File: config.mk
export PLATFORM = sky130hd
export DESIGN_NAME = alu_sequencer
export DESIGN_NICKNAME = d
export VERILOG_FILES = /design/src/rtl/cpu_pkg.sv /design/src/rtl/cpu_regfile.sv /design/src/rtl/alu_sequencer.sv
export SDC_FILE = /design/constraint.sdc
export NUM_CORES = 1
export LEC_CHECK = 0
export CAP_MARGIN = 20
export CORE_MARGIN = 3
export CORE_UTILIZATION = 30
export CTS_BUF_LIST = sky130_fd_sc_hd__clkbuf_16
export CTS_CLUSTER_DIAMETER = 40
export DETAILED_ROUTE_END_ITERATION = 10
export PLACE_DENSITY = 0.49
export SYNTH_ARGS = -nofsm -noshare
export SYNTH_HDL_FRONTEND = slang
export SYNTH_HIERARCHICAL = 1
export SYNTH_SLANG_ARGS = --single-unit
File: constraint.sdc
create_clock -name clk -period 1.75 [get_ports clk]
set_input_delay 0.35 -clock clk [delete_from_list [all_inputs] [get_ports clk]]
set_output_delay 0.35 -clock clk [all_outputs]
set_load 0.005 [all_outputs]
File: src/rtl/cpu_pkg.sv
`timescale 1ns/1ps
`default_nettype none
// ============================================================================
// Module      : cpu_pkg
// Description : Shared constants, instruction field positions and FSM state
//               encoding for the ALU sequencer and its register file.
// Revision    : 1.0 - initial release
// ============================================================================
package cpu_pkg;

    localparam int CPU_DATA_W = 8;
    localparam int CPU_PC_W   = 8;
    localparam int INSTR_W    = 16;
    localparam int REG_ADDR_W = 2;

    // Instruction classes held in bits [15:14]
    localparam logic [1:0] CLS_ALU  = 2'b00;
    localparam logic [1:0] CLS_LDI  = 2'b01;
    localparam logic [1:0] CLS_JZ   = 2'b10;
    localparam logic [1:0] CLS_HALT = 2'b11;

    // Instruction field bit positions
    localparam int F_CLS_HI = 15;
    localparam int F_CLS_LO = 14;
    localparam int F_SEL_HI = 13;
    localparam int F_SEL_LO = 10;
    localparam int F_ROT_HI = 9;
    localparam int F_ROT_LO = 8;
    localparam int F_RD_HI  = 7;
    localparam int F_RD_LO  = 6;
    localparam int F_RA_HI  = 5;
    localparam int F_RA_LO  = 4;
    localparam int F_RB_HI  = 3;
    localparam int F_RB_LO  = 2;
    localparam int F_LRD_HI = 9;   // LDI destination register
    localparam int F_LRD_LO = 8;
    localparam int F_IMM_HI = 7;   // LDI immediate / JZ target
    localparam int F_IMM_LO = 0;

    typedef enum logic [2:0] {
        ST_IDLE   = 3'd0,
        ST_FETCH  = 3'd1,
        ST_DECODE = 3'd2,
        ST_EXEC   = 3'd3,
        ST_WB     = 3'd4,
        ST_HALTED = 3'd5
    } state_t;

endpackage
`default_nettype wire

File: src/rtl/cpu_regfile.sv
`timescale 1ns/1ps
`default_nettype none
// ============================================================================
// Module      : cpu_regfile
// Description : 4-entry register file, two asynchronous read ports and one
//               synchronous write port, asynchronously cleared.
// Revision    : 1.0 - initial release
// ============================================================================
module cpu_regfile
    import cpu_pkg::*;
#(
    parameter int DATA_W = 8
) (
    input  logic                  clk,
    input  logic                  rst,
    input  logic                  i_we,
    input  logic [REG_ADDR_W-1:0] i_waddr,
    input  logic [DATA_W-1:0]     i_wdata,
    input  logic [REG_ADDR_W-1:0] i_raddr0,
    input  logic [REG_ADDR_W-1:0] i_raddr1,
    output logic [DATA_W-1:0]     o_rdata0,
    output logic [DATA_W-1:0]     o_rdata1
);

    logic [DATA_W-1:0] r_mem [2**REG_ADDR_W];

    // Storage: cleared on reset, one write per cycle
    always_ff @(posedge clk or posedge rst) begin
        if (rst) begin
            for (int i = 0; i < 2**REG_ADDR_W; i++) begin
                r_mem[i] <= '0;
            end
        end else if (i_we) begin
            r_mem[i_waddr] <= i_wdata;
        end
    end

    assign o_rdata0 = r_mem[i_raddr0];
    assign o_rdata1 = r_mem[i_raddr1];

endmodule
`default_nettype wire

File: src/rtl/alu_sequencer.sv
`timescale 1ns/1ps
`default_nettype none
// ============================================================================
// Module      : alu_sequencer
// Description : Multi-cycle control unit: fetches 16-bit instructions over a
//               req/ack port, drives an external combinational ALU from a
//               4x8 register file and writes results back. Keeps PC and a
//               zero flag.
// Revision    : 1.0 - initial release
// ============================================================================
module alu_sequencer
    import cpu_pkg::*;
#(
    parameter int              PC_W     = 8,
    parameter int              DATA_W   = 8,
    parameter logic [PC_W-1:0] START_PC = '0
) (
    input  logic               clk,
    input  logic               reset,
    input  logic               start,
    output logic               imem_req,
    output logic [PC_W-1:0]    imem_addr,
    input  logic               imem_ack,
    input  logic [INSTR_W-1:0] imem_data,
    output logic [DATA_W-1:0]  alu_in0,
    output logic [DATA_W-1:0]  alu_in1,
    output logic [3:0]         alu_select,
    output logic [1:0]         alu_rotate,
    input  logic [DATA_W-1:0]  alu_out,
    output logic               busy,
    output logic               halted,
    output logic [PC_W-1:0]    pc,
    output logic               zero_flag
);

    state_t                r_state;
    state_t                w_next_state;
    logic [INSTR_W-1:0]    r_instr;
    logic [PC_W-1:0]       r_pc;
    logic                  r_zero;
    logic [DATA_W-1:0]     r_result;

    // Fields latched in DECODE and held through WB
    logic [1:0]            r_cls;
    logic [3:0]            r_sel;
    logic [1:0]            r_rot;
    logic [REG_ADDR_W-1:0] r_rd;
    logic [REG_ADDR_W-1:0] r_ra;
    logic [REG_ADDR_W-1:0] r_rb;
    logic [7:0]            r_imm;

    logic [1:0]            w_dec_cls;
    logic                  w_alu_drive;
    logic                  w_rf_we;
    logic [DATA_W-1:0]     w_rf_wdata;
    logic [DATA_W-1:0]     w_rd0;
    logic [DATA_W-1:0]     w_rd1;

    assign w_dec_cls = r_instr[F_CLS_HI:F_CLS_LO];

    cpu_regfile #(
        .DATA_W (DATA_W)
    ) u_regfile (
        .clk      (clk),
        .rst      (reset),
        .i_we     (w_rf_we),
        .i_waddr  (r_rd),
        .i_wdata  (w_rf_wdata),
        .i_raddr0 (r_ra),
        .i_raddr1 (r_rb),
        .o_rdata0 (w_rd0),
        .o_rdata1 (w_rd1)
    );

    // State register
    always_ff @(posedge clk or posedge reset) begin
        if (reset) begin
            r_state <= ST_IDLE;
        end else begin
            r_state <= w_next_state;
        end
    end

    // Next-state decode plus fetch request, ALU drive and writeback strobes
    always_comb begin
        w_next_state = r_state;
        imem_req     = 1'b0;
        w_alu_drive  = 1'b0;
        w_rf_we      = 1'b0;
        w_rf_wdata   = r_result;
        case (r_state)
            ST_IDLE, ST_HALTED: begin
                if (start) w_next_state = ST_FETCH;
            end
            ST_FETCH: begin
                imem_req = 1'b1;
                if (imem_ack) w_next_state = ST_DECODE;
            end
            ST_DECODE: begin
                w_next_state = (w_dec_cls == CLS_HALT) ? ST_HALTED : ST_EXEC;
            end
            ST_EXEC: begin
                w_alu_drive  = (r_cls == CLS_ALU);
                w_next_state = ST_WB;
            end
            ST_WB: begin
                w_alu_drive  = (r_cls == CLS_ALU);
                w_rf_we      = (r_cls == CLS_ALU) || (r_cls == CLS_LDI);
                w_rf_wdata   = (r_cls == CLS_LDI) ? DATA_W'(r_imm) : r_result;
                w_next_state = ST_FETCH;
            end
            default: w_next_state = ST_IDLE;
        endcase
    end

    // Datapath: instruction capture, field latch, result, PC and zero flag
    always_ff @(posedge clk or posedge reset) begin
        if (reset) begin
            r_instr  <= '0;
            r_pc     <= START_PC;
            r_zero   <= 1'b0;
            r_result <= '0;
            r_cls    <= '0;
            r_sel    <= '0;
            r_rot    <= '0;
            r_rd     <= '0;
            r_ra     <= '0;
            r_rb     <= '0;
            r_imm    <= '0;
        end else begin
            case (r_state)
                ST_IDLE, ST_HALTED: begin
                    if (start) r_pc <= START_PC;
                end
                ST_FETCH: begin
                    if (imem_ack) begin
                        r_instr <= imem_data;
                        r_pc    <= r_pc + 1'b1;
                    end
                end
                ST_DECODE: begin
                    r_cls <= w_dec_cls;
                    r_sel <= r_instr[F_SEL_HI:F_SEL_LO];
                    r_rot <= r_instr[F_ROT_HI:F_ROT_LO];
                    r_rd  <= (w_dec_cls == CLS_LDI) ? r_instr[F_LRD_HI:F_LRD_LO]
                                                    : r_instr[F_RD_HI:F_RD_LO];
                    r_ra  <= r_instr[F_RA_HI:F_RA_LO];
                    r_rb  <= r_instr[F_RB_HI:F_RB_LO];
                    r_imm <= r_instr[F_IMM_HI:F_IMM_LO];
                end
                ST_EXEC: begin
                    if (r_cls == CLS_ALU) r_result <= alu_out;
                end
                ST_WB: begin
                    if (r_cls == CLS_ALU) r_zero <= (r_result == '0);
                    // A taken jump overrides the already-incremented PC
                    if ((r_cls == CLS_JZ) && r_zero) r_pc <= PC_W'(r_imm);
                end
                default: ;
            endcase
        end
    end

    assign imem_addr  = r_pc;
    assign pc         = r_pc;
    assign zero_flag  = r_zero;
    assign alu_in0    = w_alu_drive ? w_rd0 : '0;
    assign alu_in1    = w_alu_drive ? w_rd1 : '0;
    assign alu_select = w_alu_drive ? r_sel : '0;
    assign alu_rotate = w_alu_drive ? r_rot : '0;
    assign busy       = (r_state == ST_FETCH) || (r_state == ST_DECODE) ||
                        (r_state == ST_EXEC)  || (r_state == ST_WB);
    assign halted     = (r_state == ST_HALTED);

endmodule
`default_nettype wire

==> results of run 1 <==
[Yosys cell counts, drive strengths merged (2+ instances only)]
master and count:
a32oi 2, nand2 8, o22ai 2, a21oi 8
o2bb2ai 2, mux2i 4, or3b 2, nor3b 2
nor2b 2, buf 22, mux4 16, nor2 12
o21ai 9, nor4 3, nor3 3, a22oi 3
nand2b 2, nand3b 2, and2 22, mux2 80
inv 10, nand3 3, dfrtp 86
[worst max path at each step]
| stage | start | to | slack (ns) | cells after the start |
|---|---|---|---|---|
| floorplan | r_state[1] | u_regfile/r_mem[24] | -0.18 | 5 |
| global placement | r_state[0] | alu_select[3] | -0.45 | 5 |
| detailed placement | r_state[0] | alu_in1[4] | -0.51 | 5 |
| CTS | r_state[1] | alu_select[0] | -0.63 | 8 |
| global route | r_state[0] | alu_select[0] | -0.65 | 8 |
| finish | r_state[0] | alu_select[0] | -0.58 | 8 |
[through the flow]
step,instances,utilization,setup WS [ns],area (µm²)
5_1_grt,623,0.450,-0.648,6320
2_1_floorplan,317,-,-0.180,4360
3_3_place_gp,582,0.391,-0.451,5500
4_1_cts,615,0.427,-0.633,6000
3_5_place_dp,582,0.391,-0.515,5500
6_report,623,0.450,-0.578,6320
[layout make-up]
cell class / instances / area (µm²)
multi-input cells: 202 / 2250
well taps: 180 / 225
clock buffers: 9 / 225
clock inverters: 6 / 65.1
inverters: 10 / 40.0
repair buffers: 130 / 1360
fillers: 1301 / 7720
flip-flops and latches: 86 / 2150
[cell usage in the layout, fill, tap and decap left out, types with 3 or more instances in the layout]
cell and instances:
o21ai_0 4, buf_6 37, mux4_2 16, inv_1 8, nand2_1 6, dfrtp_1 84
buf_2 5, a22oi_1 3, nor2_1 9, a21oi_1 6, mux2_2 46, clkdlybuf4s50_1 44
nor2_4 3, mux2_4 34, o21ai_1 5, and2_1 4, or2_4 4, mux2i_1 4
buf_4 29, clkbuf_16 10, clkinvlp_4 3, and2_4 18, buf_12 9
[flip-flops by register name (all words and copies together) (netlist names)]
register and flops:
r_rd 2, u_regfile/r_mem 32, r_rb 1, r_sel 4, imem_addr 8, r_cls 2, r_rot 2, r_result 8
r_imm 6, r_ra 1, r_state 3, r_instr 16, zero_flag 1
[where the power goes]
| group | internal [mW] | total, mW | switching [mW] |
|---|---|---|---|
| sequential | 2.86 | 3.63 | 0.779 |
| combinational | 3.10 | 4.91 | 1.81 |
| clock | 1.10 | 1.91 | 0.810 |
| total | 7.05 | 10.5 | 3.40 |
[layer usage]
layer,up-vias,share of wire
met2,60,0.46
met1,1505,0.49
met3,13,0.028
met4,0,0.016
met5,-,0
li1,1399,-
[timing repair]
item	CTS	global route
endpoints found under the setup margin	75	87
gates resized for setup	136	70
pin swaps	24	12
buffers inserted	15	8
cloned	3	1
[critical path: stages (launching register included)]
cell     delay, ns
dfrtp_1       0.39
or3b_4        0.41
nor3_4        0.14
buf_6         0.14
or2_4         0.14
buf_12        0.11
buf_6         0.10
and2_4        0.13
buf_6         0.08
[cells by family after synthesis]
| family | Yosys count | share of synthesized area |
|---|---|---|
| multiplexers | 100 | 0.306 |
| flip-flops | 86 | 0.494 |
| AND/OR/NAND/NOR | 65 | 0.102 |
| AO/OA/AOI/OAI | 32 | 0.0468 |
| buffers and inverters | 32 | 0.0463 |
| XOR/XNOR | 1 | 0.00201 |
| adder cells (fa/ha/maj) | 1 | 0.00287 |
==> flow_metrics.env, run 1 <==
export IMPL_cts_tree="built"
export IMPL_routed_wl_um=11000
export IMPL_yosys_top_cells_area="dfrtp_1, mux2_2, mux4_2"
export IMPL_setup_violations=75
export IMPL_drt_iter0_drc=116
export IMPL_max_cap_viol_count=0
export IMPL_die_w_um=126
export IMPL_grt_pass1_vias=3060
export IMPL_r2r_end="u_regfile/r_mem[27]"
export IMPL_total_power_mw=10.5
export IMPL_wl_per_cell_um=17.7
export IMPL_syn_num_nets=346
export IMPL_synth_top_area_share=0.494
export IMPL_fin_crit_sh=1.33
export IMPL_gp_congestion=0.724
export IMPL_synth_distinct_cells=48
export IMPL_die_area_um2=16000
export IMPL_tns_ns=-24.38
export IMPL_grtUsageMet2=0.212
export IMPL_async_flop_share=1.00
export IMPL_drc=0
export IMPL_max_freq_mhz=430
export IMPL_worstPathArrival_ns=1.98
export IMPL_cts_reportedPaths_clkPinSlew_ns=0.07
export IMPL_tightest_slew_ns=0.424
export IMPL_rsz0062_at_grt="yes"
export IMPL_worstSetupEndpointType="output port"
export IMPL_clock_latency_ns=0.34
export IMPL_io_buffer_count=69
export IMPL_antennaDiodeCount=0
export IMPL_fin_ws_ns=-0.578
export IMPL_clkSinkCount=86
export IMPL_r2r_slack_ns=-0.32
export IMPL_final_antenna_net_count=0
export IMPL_ys_warn_count=6
export IMPL_synth_edf_count=0
export IMPL_start_kind="flip-flop"
export IMPL_crit_fanout=5
export IMPL_p_per_area_nw_per_um2=1650
export IMPL_finalClockSkew_ns=0.00880
export IMPL_slew_limit_headroom=0.717
export IMPL_hp_class="input port to asynchronous set/reset pin"
export IMPL_top_usage_layer="met2"
export IMPL_ios=70
export IMPL_cts_root_buf="clkbuf_16"
export IMPL_synth_cells=317
export IMPL_syn_to_final_growth_pct=45.2
export IMPL_drt_pass1_iter_count=4
export IMPL_ir_drop_mv=0.645
export IMPL_grt_antenna_before_repair=0
export IMPL_start_util=0.310
export IMPL_track_usage=0.141
export IMPL_min_period_ns=2.33
export IMPL_reg2reg_from="r_state[0]"
export IMPL_grt_ovfl_total=0
export IMPL_grt_pass1_wl_um=17500
export IMPL_required_ns=1.40
export IMPL_violations="negative setup slack"
export IMPL_ctsHoldBuffers=0
export IMPL_syn_area_per_cell_um2=13.7
export IMPL_globalRouteMet1Util=0.202
export IMPL_synth_top_cell_by_area="dfrtp_1"
export IMPL_grt_max_degree=55
export IMPL_core_area_um2=14000
export IMPL_slew_viol_final=0
export IMPL_fin_nets=468
export IMPL_reg2regPathDepth=7
export IMPL_use_met3=0.0269
export IMPL_num_rows=43
export IMPL_ys_ff_latch=86
export IMPL_crit_type="flip-flop to output port"
export IMPL_hold_ws_ns=0.411
export IMPL_drive_above_1_share=0.551
export IMPL_vias=2977
export IMPL_synth_yosys_seq_area_share=0.494
export IMPL_clock_path_buffers=2
export IMPL_htreeDepth=3
export IMPL_syn_cell_area_um2=4350
export IMPL_cts_buffers=9
export IMPL_via_per_inst=4.78
export IMPL_outcome="finished with violations"
export IMPL_hold_viol=0
export IMPL_yosys_most_used_dff="dfrtp_1"
export IMPL_die_y_um=126
export IMPL_p_leak_nw=2.82
export IMPL_hpwl_um=7220
(Power assumes the default switching activity.)
==> run 2: changes to the inputs <==
CELL_PAD_IN_SITES_DETAIL_PLACEMENT = 0   (was default)
CELL_PAD_IN_SITES_GLOBAL_PLACEMENT = 2   (was default)
CTS_CLUSTER_DIAMETER = default   (was 40)
PLACE_DENSITY = 0.64   (was 0.49)
clock period = 2.2 ns   (was 1.75 ns; I/O delays follow)
==> run 2 against run 1 <==
The run still ends with negative setup slack left; via count down 2.9%; total power fell by 28%; first-iteration DRC count increased by 11%; die area is the same; critical path depth increased by 1; non-clock buffer count down 17; largest power group unchanged.
==> flow_metrics.env, run 2 (synthesized netlist as in run 1, its figures left out) <==
export IMPL_outcome="finished with violations"
export IMPL_violations="negative setup slack"
export IMPL_min_path_cells=1
export IMPL_grt_pass1_wl_um=16700
export IMPL_ctsHoldBuffers=0
export IMPL_total_power_mw=7.49
export IMPL_fin_crit_sh=1.11
export IMPL_gp_congestion=0.713
export IMPL_cts_reportedPaths_clkPinSlew_ns=0.06
export IMPL_drt_iter0_drc=129
export IMPL_wl_per_cell_um=17.2
export IMPL_vias=2890
export IMPL_seq_area_um2=2150
export IMPL_crit_type="flip-flop to output port"
export IMPL_core_area_um2=14000
export IMPL_final_area_um2=5840
export IMPL_start_kind="flip-flop"
export IMPL_min_period_ns=2.44
export IMPL_max_freq_mhz=409
export IMPL_hold_viol=0
export IMPL_r2r_slack_ns=-0.09
export IMPL_worstSetupEndpointType="output port"
export IMPL_fin_nets=448
export IMPL_fin_ws_ns=-0.245
export IMPL_ios=70
export IMPL_clkSinkCount=86
export IMPL_largestRegisters="u_regfile/r_mem (32), r_instr (16)"
export IMPL_required_ns=1.76
export IMPL_intPower_mw=5.08
export IMPL_start_util=0.310
export IMPL_clock_latency_ns=0.33
export IMPL_tightest_slew_ns=0.540
export IMPL_final_common_cell="dfrtp_1"
export IMPL_cts_buffers=9
export IMPL_drc=0
export IMPL_regMostFlops="u_regfile/r_mem"
export IMPL_clkPwrFrac=0.197
export IMPL_multiInputGateArea_um2=2030
export IMPL_hp_class="flip-flop to flip-flop"
export IMPL_layoutNonFillerInstCount=604
export IMPL_io_buffer_count=69
export IMPL_swShare=0.322
export IMPL_die_area_um2=16000
export IMPL_hpwl_um=7170
export IMPL_cts_root_buf="clkbuf_16"
export IMPL_rsz0062_at_grt="yes"
export IMPL_dp_cells=571
export IMPL_power_switching_mw=2.41
export IMPL_grt_ovfl_total=0
export IMPL_finalClockSkew_ns=0.00359
export IMPL_drive_above_1_share=0.429
export IMPL_grt_pass1_vias=3020
export IMPL_grt_antenna_before_repair=0
export IMPL_track_usage=0.135
export IMPL_num_rows=43
export IMPL_die_w_um=126
export IMPL_routed_wl_um=10400
export IMPL_antennaDiodeCount=0
export IMPL_slew_viol_final=0
export IMPL_largest_reg_flops=32
export IMPL_fillerInstances=1332
export IMPL_reg2regPathDepth=16
export IMPL_postPlaceCellArea_um2=5400
export IMPL_crit_fanout=4
export IMPL_cts_tree="built"
export IMPL_max_cap_viol_count=0
export IMPL_clock_path_buffers=2
export IMPL_p_leak_nw=2.63
export IMPL_p_per_area_nw_per_um2=1280
export IMPL_mostFrequentLayoutCells="dfrtp_1, mux2_2, clkdlybuf4s50_1"
export IMPL_slew_limit_headroom=0.640
export IMPL_die_y_um=126
export IMPL_ir_drop_mv=0.494
export IMPL_via_per_inst=4.78
export IMPL_syn_to_final_growth_pct=34.0
export IMPL_seqPwrFrac=0.388
export IMPL_grt_max_degree=55
export IMPL_setup_violations=23
export IMPL_worstPathArrival_ns=2.00
export IMPL_p_comb_frac=0.416
export IMPL_final_antenna_net_count=0
export IMPL_drt_pass1_iter_count=4
export IMPL_htreeDepth=3
-- run 2: power by group through the flow --
| stage | sequential (mW) | combinational, mW | clock [mW] |
|---|---|---|---|
| after floorplan | 2.69 | 2.14 | 0 |
| after global placement | 2.91 | 3.03 | 0 |
| after detailed placement | 2.95 | 3.05 | 0 |
| after CTS | 2.93 | 3.16 | 1.52 |
| after global routing | 3.03 | 3.42 | 1.59 |
| final | 2.91 | 3.11 | 1.47 |
-- run 2: stage by stage --
stage          hold slack, ns  utilization  TNS (ns)  worst slack [ns]
2_1_floorplan           0.472            -         0             0.249
3_3_place_gp            0.485        0.384     -1.74           -0.0901
3_5_place_dp            0.487        0.384     -2.12            -0.110
4_1_cts                 0.507        0.416     -6.40            -0.340
5_1_grt                 0.522        0.416     -6.23            -0.354
6_report                0.502        0.416     -3.29            -0.245
-- run 2: layer usage --
metal | global-route usage | vias up | share of wire
met5 | 0 | - | 0
met4 | 0.0568 | 0 | 0.021
met3 | 0.0278 | 15 | 0.044
met2 | 0.207 | 69 | 0.46
met1 | 0.187 | 1448 | 0.47
li1 | - | 1358 | -
-- run 2: path summary, 6_finish.rpt --
path / from / to
worst max register to register: r_state[2] / zero_flag
min in group asynchronous: reset / r_imm[3]
worst max-delay path: r_state[0] / alu_select[2]
max in group asynchronous: reset / u_regfile/r_mem[6]
worst min register to register: r_instr[12] / r_instr[12]
worst min-delay path: r_instr[12] / r_instr[12]
-- run 2: what timing repair did --
| item | CTS | global route |
|---|---|---|
| hold endpoints to repair | 0 | 0 |
| pin swaps | 6 | 3 |
| setup buffers | 19 | 1 |
| setup endpoints to repair | 23 | 25 |
| resized for setup | 65 | 11 |
-- run 2: critical path: stages, from the launching register on --
cell	delay, ns
dfrtp_1	0.37
or3b_4	0.42
nor3_4	0.13
or2_4	0.16
buf_12	0.10
buf_8	0.10
buf_6	0.10
buf_6	0.08
and2_4	0.12
buf_6	0.08
-- run 2: cell type report --
type                            count  share of cell area
Clock buffer                        9              0.0386
Clock inverter                      7             0.00986
Inverter                           10             0.00643
Multi-Input combinational cell    199               0.347
Sequential cell                    86               0.369
Tap cell                          180              0.0386
Timing Repair Buffer              113               0.190
==> run 3: changes to the inputs <==
ABC_CLOCK_PERIOD_IN_PS = 2800   (was default)
clock period = 2.8 ns   (was 2.2 ns; I/O delays follow)
==> run 3 against run 2 <==
The run now ends clean; sequential power fell by 19%; highest routed layer unchanged; largest power group is now sequential cells; critical path type unchanged; critical endpoint is now alu_rotate[1]; wire length is 1.9% higher; register-to-register slack gained 0.66 ns; first-iteration DRC count shrank 2.3%; die area stayed put; clock power down 9%; via count fell by 3.2%; count of clock-buffer cells in the layout is the same.
==> flow_metrics.env, run 3 (synthesized netlist as in run 1, its figures left out) <==
export IMPL_outcome="finished clean"
export IMPL_fillerInstances=1299
export IMPL_min_period_ns=2.76
export IMPL_fin_crit_sh=0.987
export IMPL_crit_type="flip-flop to output port"
export IMPL_vias=2798
export IMPL_num_rows=43
export IMPL_track_usage=0.138
export IMPL_cts_reportedPaths_clkPinSlew_ns=0.06
export IMPL_met1_length_um=5050
export IMPL_wl_met2_um=4920
export IMPL_intPower_mw=4.00
export IMPL_clock_path_buffers=2
export IMPL_grt_max_degree=55
export IMPL_largestRegisters="u_regfile/r_mem (32), r_instr (16)"
export IMPL_grt_pass1_vias=3011
export IMPL_fin_nets=423
export IMPL_hold_viol=0
export IMPL_ir_drop_mv=0.422
export IMPL_rsz0062_at_grt="yes"
export IMPL_ctsHoldBuffers=0
export IMPL_swShare=0.318
export IMPL_p_comb_frac=0.371
export IMPL_slew_limit_headroom=0.605
export IMPL_required_ns=2.24
export IMPL_grt_ovfl_total=0
export IMPL_largest_reg_flops=32
export IMPL_final_antenna_net_count=0
export IMPL_postPlaceCellArea_um2=5210
export IMPL_regMostFlops="u_regfile/r_mem"
export IMPL_ios=70
export IMPL_finalClockSkew_ns=0.00645
export IMPL_grt_pass1_wl_um=17100
export IMPL_grt_antenna_before_repair=0
export IMPL_p_leak_nw=2.67
export IMPL_gp_congestion=0.712
export IMPL_power_switching_mw=1.87
export IMPL_clkPwrFrac=0.228
export IMPL_drive_above_1_share=0.358
export IMPL_io_buffer_count=69
export IMPL_cts_root_buf="clkbuf_16"
export IMPL_wl_met3_um=401
export IMPL_die_w_um=126
export IMPL_die_area_um2=16000
export IMPL_max_freq_mhz=362
export IMPL_tightest_slew_ns=0.593
export IMPL_worstSetupEndpointType="output port"
export IMPL_final_area_um2=5660
export IMPL_routed_wl_um=10600
export IMPL_start_util=0.310
export IMPL_drt_iter0_drc=126
export IMPL_via_per_inst=4.83
export IMPL_drt_pass1_iter_count=4
export IMPL_max_cap_viol_count=0
export IMPL_drc=0
export IMPL_mostFrequentLayoutCells="dfrtp_1, mux2_2, clkdlybuf4s50_1"
export IMPL_hp_class="flip-flop to flip-flop"
export IMPL_antennaDiodeCount=0
export IMPL_crit_fanout=11
export IMPL_htreeDepth=3
export IMPL_core_area_um2=14000
export IMPL_hpwl_um=7060
export IMPL_preCtsSetupSlack_ns=0.151
export IMPL_clock_latency_ns=0.34
export IMPL_worstPathArrival_ns=2.20
export IMPL_start_kind="flip-flop"
export IMPL_die_y_um=126
export IMPL_seqPwrFrac=0.401
export IMPL_setup_violations=0
export IMPL_cts_buffers=9
export IMPL_route_top_layer_used="met4"
export IMPL_slew_viol_final=0
export IMPL_tns_ns=0
export IMPL_syn_to_final_growth_pct=30.0
export IMPL_final_common_cell="dfrtp_1"
export IMPL_wl_per_cell_um=18.2
export IMPL_fin_ws_ns=0.0360
export IMPL_cts_tree="built"
export IMPL_p_per_area_nw_per_um2=1040
export IMPL_clkSinkCount=86
## run 3: worst max-delay path, cell delays in order (launching register included)
cell	delay [ns]
dfrtp_1	0.40
or3b_4	0.40
nor3_4	0.16
or2_4	0.24
and2_1	0.16
clkdlybuf4s50_1	0.50
## run 3: path summary, 6_finish.rpt
check / from / slack (ns) / endpoint / depth (start not counted)
worst max register to register: r_state[1] / 0.57 / u_regfile/r_mem[28] / 5
worst min register to register: r_sel[3] / 0.50 / r_sel[3] / 1
worst max-delay path: r_state[1] / 0.04 / alu_rotate[1] / 5
min in group asynchronous: reset / 0.63 / r_imm[3] / 3
worst min-delay path: r_sel[3] / 0.50 / r_sel[3] / 1
max in group asynchronous: reset / 1.81 / u_regfile/r_mem[29] / 3
## run 3: power groups by stage
stage / registers, mW / clock network [mW] / logic [mW]
floorplan: 2.11 / 0 / 1.68
global placement: 2.36 / 0 / 2.11
detailed placement: 2.39 / 0 / 2.14
CTS: 2.37 / 1.37 / 2.21
global route: 2.46 / 1.42 / 2.39
finish: 2.35 / 1.34 / 2.18
## run 3: cell type report
class,instances,area [µm²],share of cell area
Inverter,10,37.5,0.00663
Clock buffer,9,225,0.0398
Tap cell,180,225,0.0398
Multi-Input combinational cell,201,2030,0.358
Sequential cell,86,2150,0.380
Clock inverter,7,105,0.0186
Timing Repair Buffer,86,886,0.156
## run 3: per-layer routing
metal,GRT usage,vias up
li1,-,1300
met1,0.194,1428
met2,0.213,56
met3,0.0269,14
met4,0.0524,0
met5,0,-
## run 3: what timing repair did
item,in CTS,in global routing
buffers inserted,5,2
gates resized for setup,7,15
pin swaps,0,1
hold endpoints to repair,0,0
gates cloned,2,0
endpoints found under the setup margin,22,22
## run 3: stage by stage
stage / power [mW] / utilization / std cells / hold slack [ns]
after floorplan: 3.79 / - / 317 / 0.472
after global placement: 4.46 / 0.371 / 554 / 0.485
after detailed placement: 4.52 / 0.371 / 554 / 0.488
after CTS: 5.95 / 0.399 / 577 / 0.502
after global routing: 6.27 / 0.403 / 579 / 0.520
final: 5.87 / 0.403 / 579 / 0.496
